<file path="src/rtl/opl3_pkg.sv">
// Shared types and constants for the OPL3 core: register-file write bus,
// host port decode and status byte layout.
package opl3_pkg;

   localparam int HOST_WR_SPACING = 32;
   localparam int HOST_FIFO_DEPTH = 4;

   localparam int STATUS_IRQ_BIT = 7;
   localparam int STATUS_FT1_BIT = 6;
   localparam int STATUS_FT2_BIT = 5;

   typedef enum logic [1:0] {
      HOST_ADDR0,
      HOST_DATA0,
      HOST_ADDR1,
      HOST_DATA1
   } host_port_t;

   typedef struct packed {
      logic       valid;
      logic       bank_num;
      logic [7:0] address;
      logic [7:0] data;
   } opl3_reg_wr_t;

   // One buffered register write, waiting to be drained to the register file.
   typedef struct packed {
      logic       bank_num;
      logic [7:0] address;
      logic [7:0] data;
   } host_wr_entry_t;

   typedef enum logic [1:0] {
      DRAIN_IDLE,
      DRAIN_EMIT,
      DRAIN_GAP
   } drain_state_t;

   // flags = {irq, ft1, ft2}; remaining bits read as zero.
   function automatic logic [7:0] status_byte(input logic [2:0] flags);
      logic [7:0] b;
      b                 = 8'h00;
      b[STATUS_IRQ_BIT] = flags[2];
      b[STATUS_FT1_BIT] = flags[1];
      b[STATUS_FT2_BIT] = flags[0];
      return b;
   endfunction

endpackage

</file>
<file path="src/rtl/opl3_wr_fifo.sv">
// Synchronous FIFO for buffered host register writes. DEPTH must be a power
// of two so the pointers wrap naturally. A push into a full FIFO is accepted
// only when a pop happens in the same cycle.
module opl3_wr_fifo
   import opl3_pkg::*;
#(
   parameter  int DEPTH = 4,
   localparam int CW    = $clog2(DEPTH) + 1
) (
   input  logic           clk,
   input  logic           reset,
   input  logic           push,
   input  host_wr_entry_t push_data,
   input  logic           pop,
   output host_wr_entry_t pop_data,
   output logic           full,
   output logic           empty,
   output logic [CW-1:0]  count
);

   localparam int AW = $clog2(DEPTH);

   host_wr_entry_t mem [DEPTH];
   logic [AW-1:0]  wr_ptr;
   logic [AW-1:0]  rd_ptr;
   logic           push_ok;
   logic           pop_ok;

   assign full     = (count == CW'(DEPTH));
   assign empty    = (count == '0);
   assign pop_ok   = pop && !empty;
   assign push_ok  = push && (!full || pop_ok);
   assign pop_data = mem[rd_ptr];

   // Entry storage; no reset needed since count gates every read.
   always_ff @(posedge clk) begin
      if (push_ok) mem[wr_ptr] <= push_data;
   end

   // Pointer and occupancy bookkeeping.
   always_ff @(posedge clk) begin
      if (reset) begin
         wr_ptr <= '0;
         rd_ptr <= '0;
         count  <= '0;
      end else begin
         if (push_ok) wr_ptr <= wr_ptr + 1'b1;
         if (pop_ok)  rd_ptr <= rd_ptr + 1'b1;
         case ({push_ok, pop_ok})
            2'b10:   count <= count + 1'b1;
            2'b01:   count <= count - 1'b1;
            default: count <= count;
         endcase
      end
   end

endmodule

</file>
<file path="src/rtl/opl3_host_if.sv">
// Host-side write interface for the OPL3 core. Decodes the four-port CPU
// window into address latches and buffered data writes, drains the buffer to
// the register file with a fixed minimum spacing, and returns the status byte.
// Build option OPL3_HOST_FIFO_EN: when defined the write buffer is a
// FIFO_DEPTH-entry FIFO; otherwise it is a single holding register.
//
// Drain FSM
//   state      | meaning
//   DRAIN_IDLE | waiting; pops the buffer as soon as it is non-empty
//   DRAIN_EMIT | opl3_reg_wr.valid high for this one cycle; loads gap counter
//   DRAIN_GAP  | counting down so pulses are WR_SPACING clocks apart
module opl3_host_if
   import opl3_pkg::*;
#(
   parameter int FIFO_DEPTH = HOST_FIFO_DEPTH,
   parameter int WR_SPACING = HOST_WR_SPACING
) (
   input  logic         clk,
   input  logic         reset,
   input  logic         cpu_wr,
   input  logic         cpu_rd,
   input  logic [1:0]   cpu_addr,
   input  logic [7:0]   cpu_din,
   output logic [7:0]   cpu_dout,
   input  logic [2:0]   status_flags,
   output logic         cpu_busy,
   output logic         wr_overflow,
   output opl3_reg_wr_t opl3_reg_wr
);

   if (WR_SPACING < 2) begin : g_bad_spacing
      $error("opl3_host_if: WR_SPACING must be at least 2");
   end
   if (FIFO_DEPTH < 2 || (FIFO_DEPTH & (FIFO_DEPTH - 1)) != 0) begin : g_bad_depth
      $error("opl3_host_if: FIFO_DEPTH must be a power of two, at least 2");
   end

   // Gap counter starts at WR_SPACING-2 and leaves GAP on the 1->0 step, so
   // EMIT + GAP + IDLE spans exactly WR_SPACING clocks.
   localparam int             GW       = $clog2(WR_SPACING);
   localparam logic [GW-1:0]  GAP_LOAD = GW'(WR_SPACING - 2);

   host_port_t     port;
   logic           addr_wr;
   logic           data_wr;
   logic [7:0]     addr_q;
   logic           bank_q;
   host_wr_entry_t push_entry;
   host_wr_entry_t pop_entry;
   logic           buf_pop;
   logic           buf_full;
   logic           buf_empty;
   drain_state_t   state;
   drain_state_t   state_next;
   logic [GW-1:0]  gap_cnt;
   logic [GW-1:0]  gap_next;

   assign port       = host_port_t'(cpu_addr);
   assign addr_wr    = cpu_wr && (port == HOST_ADDR0 || port == HOST_ADDR1);
   assign data_wr    = cpu_wr && (port == HOST_DATA0 || port == HOST_DATA1);
   assign push_entry = '{bank_num: bank_q, address: addr_q, data: cpu_din};

`ifdef OPL3_HOST_FIFO_EN
   localparam int CW = $clog2(FIFO_DEPTH) + 1;
   logic [CW-1:0] buf_count;

   opl3_wr_fifo #(.DEPTH(FIFO_DEPTH)) u_wr_fifo (
      .clk       (clk),
      .reset     (reset),
      .push      (data_wr),
      .push_data (push_entry),
      .pop       (buf_pop),
      .pop_data  (pop_entry),
      .full      (buf_full),
      .empty     (buf_empty),
      .count     (buf_count)
   );

   assign cpu_busy = (buf_count == CW'(FIFO_DEPTH));
`else
   logic           hold_valid;
   host_wr_entry_t hold_entry;

   // Single holding register; a same-cycle pop frees it for the new push.
   always_ff @(posedge clk) begin
      if (reset) begin
         hold_valid <= 1'b0;
         hold_entry <= '0;
      end else if (data_wr && (!hold_valid || buf_pop)) begin
         hold_valid <= 1'b1;
         hold_entry <= push_entry;
      end else if (buf_pop) begin
         hold_valid <= 1'b0;
      end
   end

   assign pop_entry = hold_entry;
   assign buf_full  = hold_valid;
   assign buf_empty = !hold_valid;
   assign cpu_busy  = hold_valid;
`endif

   // Address port latches; data writes leave them untouched.
   always_ff @(posedge clk) begin
      if (reset) begin
         addr_q <= 8'h00;
         bank_q <= 1'b0;
      end else if (addr_wr) begin
         addr_q <= cpu_din;
         bank_q <= (port == HOST_ADDR1);
      end
   end

   // Sticky drop flag: a push into a full buffer with no freeing pop.
   always_ff @(posedge clk) begin
      if (reset) begin
         wr_overflow <= 1'b0;
      end else if (data_wr && buf_full && !buf_pop) begin
         wr_overflow <= 1'b1;
      end
   end

   // Registered read port; holds its value between reads.
   always_ff @(posedge clk) begin
      if (reset) begin
         cpu_dout <= 8'hFF;
      end else if (cpu_rd) begin
         cpu_dout <= (port == HOST_ADDR0) ? status_byte(status_flags) : 8'hFF;
      end
   end

   // Drain FSM state and gap counter registers.
   always_ff @(posedge clk) begin
      if (reset) begin
         state   <= DRAIN_IDLE;
         gap_cnt <= '0;
      end else begin
         state   <= state_next;
         gap_cnt <= gap_next;
      end
   end

   // Drain FSM next-state and pop decision.
   always_comb begin
      state_next = state;
      gap_next   = gap_cnt;
      buf_pop    = 1'b0;
      case (state)
         DRAIN_IDLE: begin
            if (!buf_empty) begin
               buf_pop    = 1'b1;
               state_next = DRAIN_EMIT;
            end
         end
         DRAIN_EMIT: begin
            gap_next   = GAP_LOAD;
            state_next = (GAP_LOAD == '0) ? DRAIN_IDLE : DRAIN_GAP;
         end
         DRAIN_GAP: begin
            gap_next = gap_cnt - 1'b1;
            if (gap_cnt == GW'(1) || gap_cnt == '0) begin
               gap_next   = '0;
               state_next = DRAIN_IDLE;
            end
         end
         default: state_next = DRAIN_IDLE;
      endcase
   end

   // Register-file write port: popped entry appears in EMIT; fields hold after.
   always_ff @(posedge clk) begin
      if (reset) begin
         opl3_reg_wr <= '0;
      end else if (buf_pop) begin
         opl3_reg_wr <= '{valid:    1'b1,
                          bank_num: pop_entry.bank_num,
                          address:  pop_entry.address,
                          data:     pop_entry.data};
      end else begin
         opl3_reg_wr.valid <= 1'b0;
      end
   end

endmodule

</file>
<file path="config.mk">
export PLATFORM = sky130hd
export DESIGN_NAME = opl3_host_if
export DESIGN_NICKNAME = d
export VERILOG_FILES = /design/src/rtl/opl3_pkg.sv /design/src/rtl/opl3_wr_fifo.sv /design/src/rtl/opl3_host_if.sv
export SDC_FILE = /design/constraint.sdc
export NUM_CORES = 1
export LEC_CHECK = 0
export CORE_ASPECT_RATIO = 0.7
export CORE_MARGIN = 3
export CORE_UTILIZATION = 45
export CTS_BUF_LIST = sky130_fd_sc_hd__clkbuf_16
export DETAILED_ROUTE_END_ITERATION = 7
export PLACE_DENSITY = 0.73
export SETUP_SLACK_MARGIN = 0.05
export SYNTH_ARGS = -nofsm -noshare
export SYNTH_HDL_FRONTEND = slang
export SYNTH_SLANG_ARGS = --single-unit
</file>
<file path="constraint.sdc">
create_clock -name clk -period 1.4 [get_ports clk]
set_clock_uncertainty 0.15 [all_clocks]
set_input_delay 0.14 -clock clk [delete_from_list [all_inputs] [get_ports clk]]
set_output_delay 0.14 -clock clk [all_outputs]
set_load 0.01 [all_outputs]
</file>
==> results.py <==
metrics = {
    "status": {
        "failed_checks": "setup timing",
        "status": "finished, violations left",
    },
    "route": {
        "drt-pass1-iter-count": 6,
        "remaining_drcs": 0,
        "routed_wl_mm": 7.91,
        "detailroute.via_count": 2277,
        "route.detailed.wl_per_inst_um": 19.1,
        "drt.antenna.violating_nets": 0,
        "vias_per_cell": 5.50,
        "detail_route.iter0.violations": 200,
    },
    "floorplanning": {
        "floorplan.die.height_um": 64.9,
        "floorplan.core_area_um2": 4550,
        "start_util": 0.489,
        "dieArea_um2": 5850,
        "floorplan.die.width_um": 90.1,
        "boundaryPins": 45,
        "placement_rows": 20,
    },
    "cells_and_area": {
        "syn_to_final_growth_pct": 67.9,
        "final_cell_mix": "sky130_fd_sc_hd__nand2_1, sky130_fd_sc_hd__dfxtp_1, sky130_fd_sc_hd__a21oi_1",
        "drive_above_1_share": 0.376,
        "finalCoreUtilization": 0.822,
        "insertedDiodeCount": 0,
        "final_common_cell": "sky130_fd_sc_hd__nand2_1",
        "fin_nets": 366,
    },
    "power_and_ir_drop": {
        "vdd.ir_drop.worst_mv": 0.918,
        "p_leak_nw": 1.53,
        "fin_total_pwr_mw": 4.67,
        "power.density_cell_area_nw_per_um2": 1250,
    },
    "setup_path": {
        "critical_path.startpoint_type": "register",
        "startpoint": "state[0]$_SDFFE_PP0P_",
        "critPathKind": "register to register",
        "regToRegStartpoint": "state[0]$_SDFFE_PP0P_",
        "crit_path_end_kind": "register",
        "worst_ep_required_time_ns": 1.50,
        "critPathMaxFanout": 8,
        "crit_arrival_ns": 1.72,
    },
    "timing": {
        "final-hold-violation-count": 0,
        "final-setup-viol-count": 23,
        "grt_setup_unrepaired": "true",
        "clock.fmax_mhz": 615,
        "fin_ws_ns": -0.227,
        "finalMaxSlewViolations": 0,
        "timing_worst_slew_pin_value_ns": 0.499,
        "timing.final.crit_share": 1.16,
        "slew_headroom": 0.667,
        "whs_ns": 0.133,
        "period_minus_slack_ns": 1.63,
    },
    "run": {
        "maxCapViolations": 0,
    },
    "yosys": {
        "synth_flop_cell": "sky130_fd_sc_hd__dfxtp_1",
        "synth-warning-count": 0,
        "post_synth_main_area_contributors": "sky130_fd_sc_hd__dfxtp_1, sky130_fd_sc_hd__nand2_1, sky130_fd_sc_hd__a21oi_1, sky130_fd_sc_hd__ha_1, sky130_fd_sc_hd__nand2b_1",
        "yosys.area.top_type": "sky130_fd_sc_hd__dfxtp_1",
        "synth.net_count": 297,
        "postSynthAreaPerCell_um2": 8.13,
        "seq_total_area_yosys": 0.512,
        "number_of_library_cell_types_mapped_by_synthesis": 32,
        "synth_edf_count": 0,
        "post_synth_inst_count": 274,
        "netlist_area_um2": 2230,
        "synth-async-reset-ratio": 0,
        "synth_seq_cells": 57,
        "post-synth-top-area-fraction": 0.512,
    },
    "clock_tree": {
        "clock_latency_reported_for_the_late_side_of_the_worst_skew_pair_ns": 0.33,
        "tritoncts_clock_tree": "built",
        "htreeDepth": 3,
        "numClockSinks": 57,
        "clk_pin_slew_worst_paths_ns": 0.05,
        "clock_tree.buffer_depth": 2,
        "cts_inserted_buffers": 9,
        "clk_root_buffer_cell": "sky130_fd_sc_hd__clkbuf_16",
        "cts.hold.buffers_added": 0,
    },
    "global_route": {
        "grt_total_usage": 0.222,
        "global_route.overflow_total": 0,
        "grt_first_pass_wirelength_mm": 10.1,
        "via_count_of_the_first_global_routing_pass": 2175,
        "pin_count_of_the_biggest_net_entering_global_routing": 30,
        "antenna_found_initial": 0,
    },
    "placed_design": {
        "hpwl_mm": 3.41,
        "post-place-ws_ns": -0.169,
        "place.gp.congestion": 0.785,
        "io_buffers": 44,
    },
    "hold_path": {
        "hold_class": "primary input to register",
        "hold_path.startpoint": "reset",
    },
}
[logic make-up after synthesis]
kind of cell,count (synthesis),synth area share
buffers and inverters,23,0.0522
AND/OR/NAND/NOR,127,0.252
multiplexers,1,0.00449
adder cells (fa/ha/maj),6,0.0337
AO/OA/AOI/OAI,60,0.145
flip-flops,57,0.512
[routing by layer]
layer / GRT usage / share of wire / vias up
met5: 0 / 0 / -
met4: 0.0553 / 0.020 / 0
met3: 0.0858 / 0.073 / 22
met2: 0.381 / 0.50 / 105
met1: 0.263 / 0.41 / 1107
li1: - / - / 1043
[stage by stage]
step,TNS (ns),std cells,cell area (µm²)
6_report,-2.25,414,3740
5_1_grt,-3.66,414,3740
4_1_cts,-0.889,410,3440
3_5_place_dp,-5.67,386,2920
3_3_place_gp,-4.60,386,2920
2_1_floorplan,-0.136,274,2300
[flip-flops by register name (all words and copies together) (netlist names)]
signal / count
opl3_reg_wr: 18
hold_entry: 17
addr_q: 8
gap_cnt: 5
cpu_dout: 4
state: 2
bank_q: 1
cpu_busy: 1
wr_overflow: 1
[final timing paths]
path                                 end  slack, ns  cells after the start
min reg2reg   hold_entry[4]$_SDFFE_PP0P_       0.30                      2
max          hold_entry[11]$_SDFFE_PP0P_      -0.23                      8
min           hold_entry[4]$_SDFFE_PP0P_       0.13                      2
max reg2reg  hold_entry[11]$_SDFFE_PP0P_      -0.23                      8
[final cells by class]
cell class              instances  area (µm²)
well taps                      66        82.6
clock buffers                   9         225
inverters                       5        28.8
flip-flops and latches         57        1150
repair buffers                 76         841
clock inverters                 7        85.1
multi-input cells             194        1330
fillers                       263         812
[power by group]
group          internal [mW]  leakage (nW)  switching [mW]
clock                   1.54         0.161           0.770
sequential              1.68         0.466          0.0565
combinational          0.304         0.901           0.319
[cells in the mapped netlist (2+ instances only)]
master,n
sky130_fd_sc_hd__nand2_1,91
sky130_fd_sc_hd__dfxtp_1,57
sky130_fd_sc_hd__a21oi_1,49
sky130_fd_sc_hd__nand2b_1,10
sky130_fd_sc_hd__clkbuf_1,9
sky130_fd_sc_hd__nor2_1,8
sky130_fd_sc_hd__ha_1,6
sky130_fd_sc_hd__buf_4,5
sky130_fd_sc_hd__inv_1,5
sky130_fd_sc_hd__nor2b_1,4
sky130_fd_sc_hd__buf_2,3
sky130_fd_sc_hd__nand3b_1,3
sky130_fd_sc_hd__o21ai_0,3
sky130_fd_sc_hd__a311oi_1,2
sky130_fd_sc_hd__nor4_1,2
[critical path, cell delays in order (launching register included)]
cell and delay, ns:
sky130_fd_sc_hd__dfxtp_2 0.32, sky130_fd_sc_hd__inv_2 0.08, sky130_fd_sc_hd__ha_4 0.17, sky130_fd_sc_hd__buf_6 0.10, sky130_fd_sc_hd__nor2b_4 0.04, sky130_fd_sc_hd__nor2_4 0.21
sky130_fd_sc_hd__clkbuf_16 0.21, sky130_fd_sc_hd__nand2_1 0.08, sky130_fd_sc_hd__a21oi_1 0.18
[repair_timing]
action | 4_1_cts | 5_1_grt
gates resized for setup | 65 | 62
setup buffers | 5 | 1
endpoints found under the setup margin | 69 | 42
pin swaps | 28 | 40
cloned | 3 | 4
No activity file was read; power rests on OpenSTA's default activity.
